**src/rtl/sseg_pkg.sv**
```systemverilog
// Shared constants for the seven-segment scan controller: segment bit positions,
// the active-high hex glyph table and the digit-index width helper.
package sseg_pkg;

    localparam int SEG_A  = 0;
    localparam int SEG_B  = 1;
    localparam int SEG_C  = 2;
    localparam int SEG_D  = 3;
    localparam int SEG_E  = 4;
    localparam int SEG_F  = 5;
    localparam int SEG_G  = 6;
    localparam int SEG_DP = 7;

    // Glyphs as {g,f,e,d,c,b,a}, active-high; entry 15 first, entry 0 last.
    localparam logic [15:0][6:0] HEX_SEG_TABLE = {
        7'h71, 7'h79, 7'h5E, 7'h39, 7'h7C, 7'h77, 7'h6F, 7'h7F,
        7'h07, 7'h7D, 7'h6D, 7'h66, 7'h4F, 7'h5B, 7'h06, 7'h3F
    };

    localparam int DEFAULT_DIGITS = 4;

    function automatic int idx_width(input int digits);
        return (digits > 1) ? $clog2(digits) : 1;
    endfunction

    localparam int IDX_W = idx_width(DEFAULT_DIGITS);

endpackage

```
**src/rtl/hex7seg.sv**
```systemverilog
// Combinational nibble to seven-segment glyph lookup (active-high, no dp).
module hex7seg
    import sseg_pkg::*;
(
    input  logic [3:0] nibble,
    output logic [6:0] segs
);

    assign segs = HEX_SEG_TABLE[nibble];

endmodule

```
**src/rtl/sseg_scan_ctrl.sv**
```systemverilog
// N-digit seven-segment scan controller with prescaler, anti-ghost blanking,
// tear-free frame-aligned value update and frame sync. Optional SSEG_LZB_EN.
module sseg_scan_ctrl
    import sseg_pkg::*;
#(
    parameter int DIGITS         = 4,
    parameter int DIV_W          = 16,
    parameter int BLANK_CYC      = 4,
    parameter bit SEG_ACTIVE_LOW = 1'b1,
    parameter bit AN_ACTIVE_LOW  = 1'b1
) (
    input  logic                  clk,
    input  logic                  rst,
    input  logic [4*DIGITS-1:0]   value,
    input  logic [DIGITS-1:0]     dp_in,
    input  logic                  load,
    output logic [DIGITS-1:0]     an,
    output logic [7:0]            seg,
    output logic                  frame_done
);

    localparam int IW = idx_width(DIGITS);
    localparam logic [IW-1:0] LAST = IW'(DIGITS - 1);

    logic [DIV_W-1:0]    presc;
    logic [IW-1:0]       idx;
    logic [DIV_W-1:0]    blank_cnt;
    logic                run;
    logic [4*DIGITS-1:0] staging_val, shadow_val;
    logic [DIGITS-1:0]   staging_dp, shadow_dp;
    logic                pending;

    logic                tick, wrap;
    logic [3:0]          cur_nib;
    logic                cur_dp;
    logic [6:0]          glyph;
    logic                digit_vis;
    logic                show;
    logic [DIGITS-1:0]   an_raw;
    logic [7:0]          seg_raw;

    assign tick = &presc;
    assign wrap = tick && (idx == LAST);

    always_comb begin
        cur_nib = 4'h0;
        cur_dp  = 1'b0;
        for (int i = 0; i < DIGITS; i++) begin
            if (idx == IW'(i)) begin
                cur_nib = shadow_val[4*i +: 4];
                cur_dp  = shadow_dp[i];
            end
        end
    end

    hex7seg u_hex7seg (
        .nibble (cur_nib),
        .segs   (glyph)
    );

`ifdef SSEG_LZB_EN
    logic [IW-1:0] msd;
    always_comb begin
        msd = '0;
        for (int i = 1; i < DIGITS; i++) begin
            if (shadow_val[4*i +: 4] != 4'h0) msd = IW'(i);
        end
    end
    assign digit_vis = (idx <= msd);
`else
    assign digit_vis = 1'b1;
`endif

    // Nothing is driven until the first scan tick, so the first lit digit is 1.
    assign show = run && (blank_cnt == '0) && digit_vis;

    always_comb begin
        an_raw  = '0;
        seg_raw = '0;
        if (show) begin
            an_raw          = DIGITS'(1) << idx;
            seg_raw[6:0]    = glyph;
            seg_raw[SEG_DP] = cur_dp;
        end
    end

    always_ff @(posedge clk or negedge rst) begin
        if (!rst) begin
            presc       <= '0;
            idx         <= '0;
            blank_cnt   <= '0;
            run         <= 1'b0;
            staging_val <= '0;
            staging_dp  <= '0;
            shadow_val  <= '0;
            shadow_dp   <= '0;
            pending     <= 1'b0;
            an          <= AN_ACTIVE_LOW ? '1 : '0;
            seg         <= SEG_ACTIVE_LOW ? 8'hFF : 8'h00;
            frame_done  <= 1'b0;
        end else begin
            presc      <= presc + 1'b1;
            frame_done <= wrap;

            if (tick) begin
                idx       <= wrap ? '0 : idx + 1'b1;
                blank_cnt <= DIV_W'(BLANK_CYC);
                run       <= 1'b1;
            end else if (blank_cnt != '0) begin
                blank_cnt <= blank_cnt - 1'b1;
            end

            if (load) begin
                staging_val <= value;
                staging_dp  <= dp_in;
            end

            // Shadow only changes at the frame boundary; a load on that same
            // cycle bypasses staging so it is not deferred a whole frame.
            if (wrap) begin
                if (load) begin
                    shadow_val <= value;
                    shadow_dp  <= dp_in;
                end else if (pending) begin
                    shadow_val <= staging_val;
                    shadow_dp  <= staging_dp;
                end
                pending <= 1'b0;
            end else if (load) begin
                pending <= 1'b1;
            end

            an  <= AN_ACTIVE_LOW  ? ~an_raw  : an_raw;
            seg <= SEG_ACTIVE_LOW ? ~seg_raw : seg_raw;
        end
    end

endmodule
```
**config.mk**
```make
export PLATFORM = sky130hd
export DESIGN_NAME = sseg_scan_ctrl
export DESIGN_NICKNAME = d
export VERILOG_FILES = /design/src/rtl/sseg_pkg.sv /design/src/rtl/hex7seg.sv /design/src/rtl/sseg_scan_ctrl.sv
export SDC_FILE = /design/constraint.sdc
export NUM_CORES = 1
export LEC_CHECK = 0
export BUFFER_PORTS_ARGS = -buffer_cell sky130_fd_sc_hd__buf_2
export CAP_MARGIN = 5
export CORE_ASPECT_RATIO = 0.9
export CORE_MARGIN = 3
export CORE_UTILIZATION = 47
export CTS_CLUSTER_DIAMETER = 40
export CTS_CLUSTER_SIZE = 24
export DETAILED_ROUTE_END_ITERATION = 10
export GPL_TIMING_DRIVEN = 0
export PLACE_DENSITY = 0.68
export SLEW_MARGIN = 40
export SYNTH_ARGS = -nofsm -noshare
export SYNTH_HDL_FRONTEND = slang
export SYNTH_SLANG_ARGS = --single-unit
```
**constraint.sdc**
```tcl
create_clock -name clk -period 2.6 [get_ports clk]
set_input_delay 0.26 -clock clk [delete_from_list [all_inputs] [get_ports clk]]
set_output_delay 0.26 -clock clk [all_outputs]
set_load 0.1 [all_outputs]
```
==> metrics.cfg, run 1 <==
[route]
drt_iter0_drc = 125
routed_wire_length_per_instance_um = 14.5
dr_total_vias = 2680
viasPerCell = 5.30
detail_route.wirelength_mm = 7.36
drc_errors = 0
detailedRoute.firstPassIterationCount = 4
final_antenna_net_count = 0

[clock_tree]
tritoncts = yes
cts.htree.levels = 3
clkSlewWorstSetupHoldPaths_ps = 100
ctsRootBufferMaster = sky130_fd_sc_hd__clkbuf_8
cts_inserted_buffers = 9
clock-sinks = 89
insertion_delay_ps = 370
cts_setup_buffers = 0
maximum_root_to_sink_buffer_count = 2

[critical_path]
critical-path-top-delay-family = buffers and inverters
crit_path_start_kind = flip-flop
critical_path_arrival_ps = 2720
crit_required_ps = 2890
timing.critical_path.mode_cell = sky130_fd_sc_hd__inv_1
cp_capture_type = flip-flop
worst-path-buf-inv = 4
worstRegToRegCells = 10
source_of_the_critical_timing_path = idx[0]$_DFFE_PN0P_
cpPeakStageDelay_ps = 410
cp_cell_sequence = inv_1, ha_1, buf_2, inv_1, o311ai_4, inv_1, ha_1, mux2i_1, nor2_1, or3_1
reg2reg_to = seg[3]$_DFF_PN1_
critical_path.max_fanout = 9
critPathKind = reg -> reg
regToRegStartpoint = idx[0]$_DFFE_PN0P_
crit_path_top_delay_cell = sky130_fd_sc_hd__dfrtp_1
r2r_slack_ps = 170

[timing]
fin_crit_ps = 2430
max_transition_margin_pct = 57.1
timing.fmax_ghz = 0.412
report.final.setup_viol = 0
timing.clock.skew_ps = 14.7
worst_slew_pin_slew_ps = 639
min_period_over_period_pct = 93.5
finalHoldViolations = 0
finalMaxSlewViolations = 0
postLayoutSetupSlackWorst_ps = 170

[global_routing]
grt_start_max_net_pins = 54
antenna_found_initial = 0
grt_first_pass_wirelength_mm = 12.7
global_route.overflow_total = 0
first_global_vias = 2682
global_route.usage.total_pct = 16.4

[power]
power.density_mw_per_mm2 = 541
finalPower_w = 0.00251
worst_ir_drop_vdd_v = 0.000342
static-leakage-power_nw = 2.14

[run_status]
outcome = complete, no violations

[min_path]
min_path_type = in -> reg
hold_path_end = staging_val[12]$_DFFE_PN0P_
min_delay_path_depth = 2
holdCritStartpoint = value[12]

[yosys]
synth_top_cell_by_area = sky130_fd_sc_hd__dfrtp_1
asyncSetResetFlopFracSynth_pct = 100
synthesis.instances = 338
netlist_area_before_placement_mm2 = 0.00405
postSynthRegisterBits = 89
synth_top_flop_cell = sky130_fd_sc_hd__dfrtp_1
syn_nets = 374
share_of_synthesized_area_occupied_by_flip_flops_and_latches_pct = 55.4
yosys-top-cells-area = sky130_fd_sc_hd__dfrtp_1 48%, sky130_fd_sc_hd__mux2_2 11%, sky130_fd_sc_hd__dfstp_2 7.8%
synth_largest_type_area_fraction_pct = 47.6
post_synth_most_frequent_cells = 77 x sky130_fd_sc_hd__dfrtp_1, 40 x sky130_fd_sc_hd__mux2_2, 29 x sky130_fd_sc_hd__nor2_1
synth.most_common_cell = sky130_fd_sc_hd__dfrtp_1
synth.avg_cell_area_um2 = 12.0
netlist-cell-type-count = 49
number_of_flops_mapped_to_enable_cells_by_yosys = 0
synth-warning-count = 0

[place]
dp.cells = 489
port_buffers = 35
place_congestion = 0.780
placement.setup.worst_slack_ps = -260
dpl.hpwl_mm = 5.17

[die]
die_y_um = 94.0
ios = 36
placement_rows = 31
initial_core_util_pct = 49.2
width_of_the_die_um = 104
die_area_mm2 = 0.00976
core_region_area_mm2 = 0.00822

[finish]
non_filler_cells_in_the_finished_layout = 506
final_net_count = 422
final_core_utilization_pct = 56.5
layout-drive-gt1-share_pct = 32.2
antennaDiodeCount = 0
synthToLayoutAreaGrowth_pct = 14.8
filler_cell_count = 725

[flow_run]
maxCapViolations = 0

-- final cells by class --
cell class / instances / area (um2) / share of cell area [%]
sequential: 89 / 2240 / 48.3
multi-input combinational: 226 / 1720 / 37.1
timing repair buffer: 37 / 219 / 4.71
tap: 115 / 144 / 3.10
clock buffer: 9 / 124 / 2.67
clock inverter: 7 / 82.6 / 1.78
buffer: 12 / 70.1 / 1.51
inverter: 11 / 41.3 / 0.889
-- report_power, final --
group	total (W)	switching, W	internal, W
clock network	0.000989	0.000528	0.000461
registers	0.00142	0.00000719	0.00141
logic	0.000101	0.0000543	0.0000467
-- cell usage in the layout (no fill, tap or decap), drive strengths merged, types with 6 or more instances in the layout --
cell / n
a211oi: 9
buf: 40
clkbuf: 17
dfrtp: 77
dfstp: 12
ha: 13
inv: 15
mux2: 40
nand2: 19
nand3: 10
nor2: 29
nor3: 10
o21ai: 11
or3: 6
xnor2: 14
xor2: 11
-- what timing repair did --
action                     CTS  global route
setup endpoints to repair    5             3
hold buffers                 1             0
resized for setup            2             6
pin swaps                    0             2
hold endpoints to repair    24             0
-- worst max path at each step --
stage	endpoint	cells past startpoint
after floorplan	seg[3]$_DFF_PN1_	10
after global placement	seg[3]$_DFF_PN1_	8
after detailed placement	seg[3]$_DFF_PN1_	10
after CTS	seg[3]$_DFF_PN1_	10
after global routing	seg[3]$_DFF_PN1_	9
final	seg[3]$_DFF_PN1_	10
-- flip-flops by register name (all words and copies together), names as in the netlist --
name	cells
run	1
blank_cnt	16
seg	8
presc	16
staging_val	16
staging_dp	4
shadow_dp	4
shadow_val	16
pending	1
frame_done	1
an	4
idx	2
-- per-layer routing --
layer | global-route usage [%] | wire, um | vias up | part of all wire (%)
li1 | - | - | 1292 | -
met1 | 21.1 | 3500 | 1332 | 48
met2 | 27.3 | 3450 | 46 | 47
met3 | 4.95 | 325 | 10 | 4.4
met4 | 4.32 | 83 | 0 | 1.1
met5 | 0 | 0 | - | 0
-- metrics by stage --
stage | hold WS (ps) | area, um2 | TNS (ps)
after floorplan | -35.6 | 4050 | 0
after global placement | 457 | 4360 | -347
after detailed placement | 180 | 4400 | -585
after CTS | 120 | 4620 | 0
after global routing | 115 | 4650 | -4.56
final | 134 | 4650 | 0
-- logic make-up (layout without fill, tap and decap cells) --
logic type               after synthesis  in the layout  synth area share [%]
AO/OA/AOI/OAI                         42             42                  7.27
XOR/XNOR                              25             25                  5.41
adder cells (fa/ha/maj)               13             13                  4.02
buffers and inverters                 23             76                  2.60
flip-flops                            89             89                  55.4
multiplexers                          42             42                  11.6
AND/OR/NAND/NOR                      104            104                  13.6
Note: power is estimated with default switching activity, not from simulation.
==> run 2: changes to the inputs <==
--- a/config.mk
+++ b/config.mk
@@ -7,14 +7,16 @@
 export LEC_CHECK = 0
 export BUFFER_PORTS_ARGS = -buffer_cell sky130_fd_sc_hd__buf_2
 export CAP_MARGIN = 5
+export CELL_PAD_IN_SITES_DETAIL_PLACEMENT = 0
+export CELL_PAD_IN_SITES_GLOBAL_PLACEMENT = 1
 export CORE_ASPECT_RATIO = 0.9
 export CORE_MARGIN = 3
-export CORE_UTILIZATION = 47
+export CORE_UTILIZATION = 43
 export CTS_CLUSTER_DIAMETER = 40
 export CTS_CLUSTER_SIZE = 24
 export DETAILED_ROUTE_END_ITERATION = 10
 export GPL_TIMING_DRIVEN = 0
-export PLACE_DENSITY = 0.68
+export PLACE_DENSITY_LB_ADDON = 0.1
 export SLEW_MARGIN = 40
 export SYNTH_ARGS = -nofsm -noshare
 export SYNTH_HDL_FRONTEND = slang
==> metrics.cfg, run 2 (synthesized netlist as in run 1, its figures left out) <==
[run_status]
outcome = complete, no violations

[global_routing]
antenna_found_initial = 0  ; unchanged
global_route.usage.total_pct = 15.1  ; -1.2 points
global_route.overflow_total = 0  ; unchanged
grt_first_pass_wirelength_mm = 12.6  ; -0.87%
grt_start_max_net_pins = 48  ; -11%
first_global_vias = 2547  ; -5.0%

[clock_tree]
cts.htree.levels = 3  ; unchanged
cts_inserted_buffers = 9  ; unchanged
tritoncts = yes
ctsRootBufferMaster = sky130_fd_sc_hd__clkbuf_8
maximum_root_to_sink_buffer_count = 2  ; unchanged
clock-sinks = 89  ; unchanged
insertion_delay_ps = 350  ; -20 ps
clkSlewWorstSetupHoldPaths_ps = 80  ; -20 ps

[die]
ios = 36  ; unchanged
core_region_area_mm2 = 0.00885  ; +7.6%
die_y_um = 98.0  ; +4.3%
initial_core_util_pct = 45.7  ; -3.5 points
width_of_the_die_um = 108  ; +4.3%
die_area_mm2 = 0.0106  ; +8.7%
placement_rows = 32  ; +3.2%

[place]
place_congestion = 0.730  ; -6.5%
dp.cells = 493  ; +0.82%
port_buffers = 35  ; unchanged
dpl.hpwl_mm = 5.15  ; -0.35%

[power]
pwr-share-seq_pct = 57.9  ; +1.3 points
power.combinational.fraction_pct = 4.1  ; about the same
power.share.clock_pct = 38.0  ; -1.4 points
netSwitchingPower_w = 0.000546  ; -7.4%
static-leakage-power_nw = 2.13  ; about the same
cell_internal_pwr_w = 0.00191  ; -0.65%
power.density_mw_per_mm2 = 529  ; -2.2%
worst_ir_drop_vdd_v = 0.000226  ; -34%
power.switching_fraction_pct = 22.2  ; -1.2 points

[finish]
antennaDiodeCount = 0  ; unchanged
ff_latch_area_mm2 = 0.00224  ; unchanged
multi_input_gate_area_mm2 = 0.00173  ; +0.15%
non_filler_cells_in_the_finished_layout = 511  ; +0.99%
final_net_count = 423  ; +0.24%
final_common_cell = sky130_fd_sc_hd__dfrtp_1
mostFrequentLayoutCells = 77 x sky130_fd_sc_hd__dfrtp_1, 40 x sky130_fd_sc_hd__mux2_2, 36 x sky130_fd_sc_hd__buf_2
layout-drive-gt1-share_pct = 32.7  ; +0.43 points
filler_cell_count = 789  ; +8.8%
synthToLayoutAreaGrowth_pct = 14.8  ; about the same

[critical_path]
critPathKind = reg -> reg
crit_required_ps = 2870  ; -20 ps
cpPeakStageDelay_ps = 410  ; about the same
cp_capture_type = flip-flop
crit_path_start_kind = flip-flop
critical_path_arrival_ps = 2670  ; -50 ps
cp_cell_sequence = inv_1, ha_2, nand2_1, o21ai_1, o311ai_4, buf_4, ha_1, mux2i_1, nor2_1, or3_1
crit_path_top_delay_cell = sky130_fd_sc_hd__dfrtp_1
critical_path.max_fanout = 6  ; -3

[timing]
max_transition_margin_pct = 55.5  ; -1.6 points
setup_tns_ps = 0  ; unchanged
min_period_over_period_pct = 92.4  ; -1.1 points
finalHoldViolations = 0  ; unchanged
worst_slew_pin_slew_ps = 664  ; +24.3 ps
report.final.setup_viol = 0  ; unchanged
fin_crit_ps = 2400  ; -27.7 ps
finalMaxSlewViolations = 0  ; unchanged
timing.fmax_ghz = 0.416  ; +1.2%
rsz0062_at_grt = no
timing.clock.skew_ps = 9.92  ; -4.74 ps

[route]
dr_total_vias = 2594  ; -3.2%
drc_errors = 0  ; unchanged
routed_wire_length_per_instance_um = 14.4  ; -1.2%
detailedRoute.firstPassIterationCount = 4  ; unchanged
detail_route.wirelength_mm = 7.34  ; -0.23%
drt_iter0_drc = 88  ; -30%
viasPerCell = 5.08  ; -4.2%
final_antenna_net_count = 0  ; unchanged

[min_path]
min_path_type = in -> reg

[flow_run]
maxCapViolations = 0  ; unchanged

run 2: per-layer routing:
| metal | up-vias | routed length [um] | track usage (%) |
|---|---|---|---|
| li1 | 1288 | - | - |
| met1 | 1253 | 3730 | 22.5 |
| met2 | 48 | 3260 | 22.1 |
| met3 | 5 | 290 | 3.97 |
| met4 | 0 | 61 | 3.88 |
| met5 | - | 0 | 0 |
run 2: worst paths after layout:
kind                                    start  slack [ps]  cells past startpoint                           to
max reg2reg                idx[0]$_DFFE_PN0P_         200                     10             seg[3]$_DFF_PN1_
max                        idx[0]$_DFFE_PN0P_         200                     10             seg[3]$_DFF_PN1_
min in group asynchronous                 rst         390                      2  staging_val[13]$_DFFE_PN0P_
min reg2reg                presc[5]$_DFF_PN0_         470                      1           presc[5]$_DFF_PN0_
max in group asynchronous                 rst        1660                      3           presc[7]$_DFF_PN0_
min                                  value[5]         160                      2   staging_val[5]$_DFFE_PN0P_
run 2: power by group through the flow:
stage / Combinational (W) / Clock [W] / Sequential (W)
floorplan: 0.0000422 / 0 / 0.00145
global placement: 0.0000959 / 0 / 0.00145
detailed placement: 0.000104 / 0 / 0.00145
CTS: 0.000105 / 0.000982 / 0.00142
global route: 0.000114 / 0.00105 / 0.00142
finish: 0.000101 / 0.000933 / 0.00142
run 2: repair_timing:
item,4_1_cts,5_1_grt
buffers inserted,0,1
gates cloned,0,0
pin swaps,0,2
endpoints found under the hold margin,30,0
resized for setup,2,8
hold buffers,1,0
setup endpoints to repair,3,3
run 2: cell type report:
class,count,share of cell area [%]
multi-input combinational,226,37.1
clock buffer,10,2.75
clock inverter,6,1.40
tap,119,3.21
buffer,12,1.45
inverter,11,0.889
timing repair buffer,38,4.88
sequential,89,48.3
run 2: metrics by stage:
stage / utilization (%) / cell area, um2 / setup WS (ps) / hold WS, ps / power, W
floorplan: - / 4050 / 232 / -35.6 / 0.00149
global route: 52.5 / 4640 / 11.8 / 129 / 0.00259
detailed placement: 49.8 / 4400 / -216 / 210 / 0.00155
finish: 52.5 / 4640 / 198 / 157 / 0.00245
CTS: 52.1 / 4610 / 28.2 / 130 / 0.00251
global placement: 49.4 / 4370 / -212 / 458 / 0.00154
run 2: worst max-delay path, delay by kind of cell (launching register included):
kind | cells | cell delay, ps
buf+inv | 2 | 320
flops | 1 | 410
compound gates | 2 | 420
mux | 1 | 140
simple gates | 3 | 500
fa+ha+maj | 2 | 540
==> run 3: changes to the inputs <==
--- a/config.mk
+++ b/config.mk
@@ -7,11 +7,12 @@
 export LEC_CHECK = 0
 export BUFFER_PORTS_ARGS = -buffer_cell sky130_fd_sc_hd__buf_2
 export CAP_MARGIN = 5
-export CELL_PAD_IN_SITES_DETAIL_PLACEMENT = 0
-export CELL_PAD_IN_SITES_GLOBAL_PLACEMENT = 1
+export CELL_PAD_IN_SITES_DETAIL_PLACEMENT = 1
+export CELL_PAD_IN_SITES_GLOBAL_PLACEMENT = 2
 export CORE_ASPECT_RATIO = 0.9
 export CORE_MARGIN = 3
-export CORE_UTILIZATION = 43
+export CORE_UTILIZATION = 38
+export CTS_BUF_LIST = sky130_fd_sc_hd__clkbuf_4
 export CTS_CLUSTER_DIAMETER = 40
 export CTS_CLUSTER_SIZE = 24
 export DETAILED_ROUTE_END_ITERATION = 10
==> metrics.cfg, run 3 (synthesized netlist as in run 1, its figures left out) <==
[critical_path]
worstRegToRegCells = 9  ; -1
crit_required_ps = 2980  ; +110 ps
reg2reg_to = seg[3]$_DFF_PN1_
r2r_slack_ps = 230  ; +30 ps
regToRegStartpoint = idx[0]$_DFFE_PN0P_
critical_path.max_fanout = 9  ; +3
cp_capture_type = flip-flop
critical_path_arrival_ps = 2750  ; +80 ps
critPathKind = reg -> reg
crit_path_start_kind = flip-flop

[timing]
max_transition_margin_pct = 50.8  ; -4.6 points
report.final.setup_viol = 0  ; unchanged
timing.clock.skew_ps = 22.2  ; +12.2 ps
rsz0062_at_grt = no
fin_crit_ps = 2370  ; -27.4 ps
finalMaxSlewViolations = 0  ; unchanged
finalHoldViolations = 0  ; unchanged
setup_tns_ps = 0  ; unchanged
worst_slew_pin_slew_ps = 733  ; +69.3 ps
timing.fmax_ghz = 0.421  ; +1.2%
min_period_over_period_pct = 91.3  ; -1.1 points

[die]
placement_rows = 35  ; +9.4%
ios = 36  ; unchanged
die_y_um = 104  ; +6.0%
die_area_mm2 = 0.0119  ; +12%
core_region_area_mm2 = 0.0103  ; +16%
width_of_the_die_um = 115  ; +6.0%
initial_core_util_pct = 39.3  ; -6.4 points

[route]
final_antenna_net_count = 0  ; unchanged
detailedRoute.firstPassIterationCount = 5  ; +1
detail_route.wirelength_mm = 8.13  ; +11%
viasPerCell = 5.09  ; +0.35%
drt_iter0_drc = 82  ; -6.8%
dr_total_vias = 2659  ; +2.5%
routed_wire_length_per_instance_um = 15.6  ; +8.4%
drc_errors = 0  ; unchanged

[clock_tree]
ctsRootBufferMaster = sky130_fd_sc_hd__clkbuf_4
cts_inserted_buffers = 9  ; unchanged
cts.htree.levels = 3  ; unchanged
maximum_root_to_sink_buffer_count = 2  ; unchanged
clkSlewWorstSetupHoldPaths_ps = 160  ; +80 ps
tritoncts = yes
clock-sinks = 89  ; unchanged
insertion_delay_ps = 450  ; +100 ps

[finish]
final_core_utilization_pct = 44.7  ; -7.8 points
mostFrequentLayoutCells = 77 x sky130_fd_sc_hd__dfrtp_1, 40 x sky130_fd_sc_hd__mux2_2, 34 x sky130_fd_sc_hd__buf_2
final_common_cell = sky130_fd_sc_hd__dfrtp_1
layout-drive-gt1-share_pct = 33.3  ; +0.68 points
synthToLayoutAreaGrowth_pct = 13.8
final_net_count = 424  ; +0.24%
non_filler_cells_in_the_finished_layout = 522  ; +2.2%
antennaDiodeCount = 0  ; unchanged

[global_routing]
antenna_found_initial = 0  ; unchanged
grt_first_pass_wirelength_mm = 13.8  ; +9.8%
global_route.usage.total_pct = 14.7  ; -0.48 points
grt_start_max_net_pins = 50  ; +4.2%
global_route.overflow_total = 0  ; unchanged
first_global_vias = 2772  ; +8.8%

[min_path]
min_delay_path_depth = 2  ; unchanged
holdCritStartpoint = value[0]
hold_path_end = staging_val[0]$_DFFE_PN0P_
min_path_type = in -> reg

[run_status]
outcome = complete, no violations

[power]
power.density_mw_per_mm2 = 486  ; -8.0%
cell_internal_pwr_w = 0.00168  ; -12%
worst_ir_drop_vdd_v = 0.000326  ; +44%
power.combinational.fraction_pct = 4.5  ; +0.4 points
static-leakage-power_nw = 2.10  ; -1.3%
pwr-share-seq_pct = 63.5  ; +5.6 points
power.switching_fraction_pct = 24.9  ; +2.7 points
netSwitchingPower_w = 0.000557  ; +2.1%
power.share.clock_pct = 32.0  ; -6.0 points
finalPower_w = 0.00224  ; -8.8%

[place]
port_buffers = 35  ; unchanged
place_congestion = 0.759  ; +4.0%
dpl.hpwl_mm = 5.84  ; +13%
dp.cells = 503  ; +2.0%

[flow_run]
maxCapViolations = 0  ; unchanged

## run 3: changes by cell type in the layout (fill, tap and decap cells not counted), sizes merged
cell | before | now
inv | 13 | 14
clkinv | 2 | 1
clkinvlp | 1 | 2
clkbuf | 17 | 19
bufinv | 1 | 0
buf | 42 | 41
## run 3: final cells by class
class / instances / area (um2)
clock buffers: 10 / 75.1
well taps: 129 / 161
plain buffers: 12 / 72.6
fillers: 1144 / 5690
multi-input cells: 226 / 1730
inverters: 11 / 41.3
repair buffers: 39 / 234
flip-flops and latches: 89 / 2240
clock inverters: 6 / 50.0
## run 3: what timing repair did
item,4_1_cts,5_1_grt
setup buffers,0,2
pin swaps,0,2
endpoints found under the hold margin,38,0
hold buffers,1,0
setup endpoints to repair,6,4
resized for setup,4,10
## run 3: through the flow
stage / instance area [um2] / hold WS [ps] / setup WS [ps]
2_1_floorplan: 4050 / -35.6 / 232
3_3_place_gp: 4380 / 458 / -243
3_5_place_dp: 4420 / 197 / -284
4_1_cts: 4570 / 14.5 / 20.3
5_1_grt: 4600 / 11.5 / 19.1
6_report: 4600 / 49.2 / 225
## run 3: layer usage
| metal | vias to the layer above | global-route usage, % | wire (um) |
|---|---|---|---|
| met3 | 11 | 3.78 | 276 |
| met5 | - | 0 | 0 |
| met1 | 1328 | 18.9 | 3780 |
| met2 | 32 | 24.0 | 3950 |
| li1 | 1288 | - | - |
| met4 | 0 | 4.69 | 118 |
## run 3: worst max path at each step
| stage | startpoint | end | slack [ps] |
|---|---|---|---|
| 2_1_floorplan | idx[0]$_DFFE_PN0P_ | seg[3]$_DFF_PN1_ | 230 |
| 3_3_place_gp | idx[0]$_DFFE_PN0P_ | seg[3]$_DFF_PN1_ | -240 |
| 3_5_place_dp | idx[0]$_DFFE_PN0P_ | seg[3]$_DFF_PN1_ | -280 |
| 4_1_cts | idx[1]$_DFFE_PN0P_ | seg[3]$_DFF_PN1_ | 20 |
| 5_1_grt | idx[1]$_DFFE_PN0P_ | seg[3]$_DFF_PN1_ | 20 |
| 6_report | idx[0]$_DFFE_PN0P_ | seg[3]$_DFF_PN1_ | 230 |
## run 3: critical path, cell delays in order, from the launching register on
cell and delay [ps]:
sky130_fd_sc_hd__dfrtp_1 430, sky130_fd_sc_hd__inv_1 130, sky130_fd_sc_hd__ha_1 160, sky130_fd_sc_hd__clkbuf_4 190, sky130_fd_sc_hd__inv_1 110, sky130_fd_sc_hd__o311a_1 450, sky130_fd_sc_hd__ha_1 280, sky130_fd_sc_hd__mux2i_1 150
sky130_fd_sc_hd__nor2_1 50, sky130_fd_sc_hd__or3_1 370
## run 3: power by group through the flow
| stage | logic [W] | registers [W] | clock network [W] |
|---|---|---|---|
| 3_3_place_gp | 0.0000944 | 0.00145 | 0 |
| 3_5_place_dp | 0.000104 | 0.00145 | 0 |
| 4_1_cts | 0.000105 | 0.00142 | 0.000754 |
| 6_report | 0.000100 | 0.00142 | 0.000716 |
| 2_1_floorplan | 0.0000422 | 0.00145 | 0 |
| 5_1_grt | 0.000115 | 0.00143 | 0.000816 |
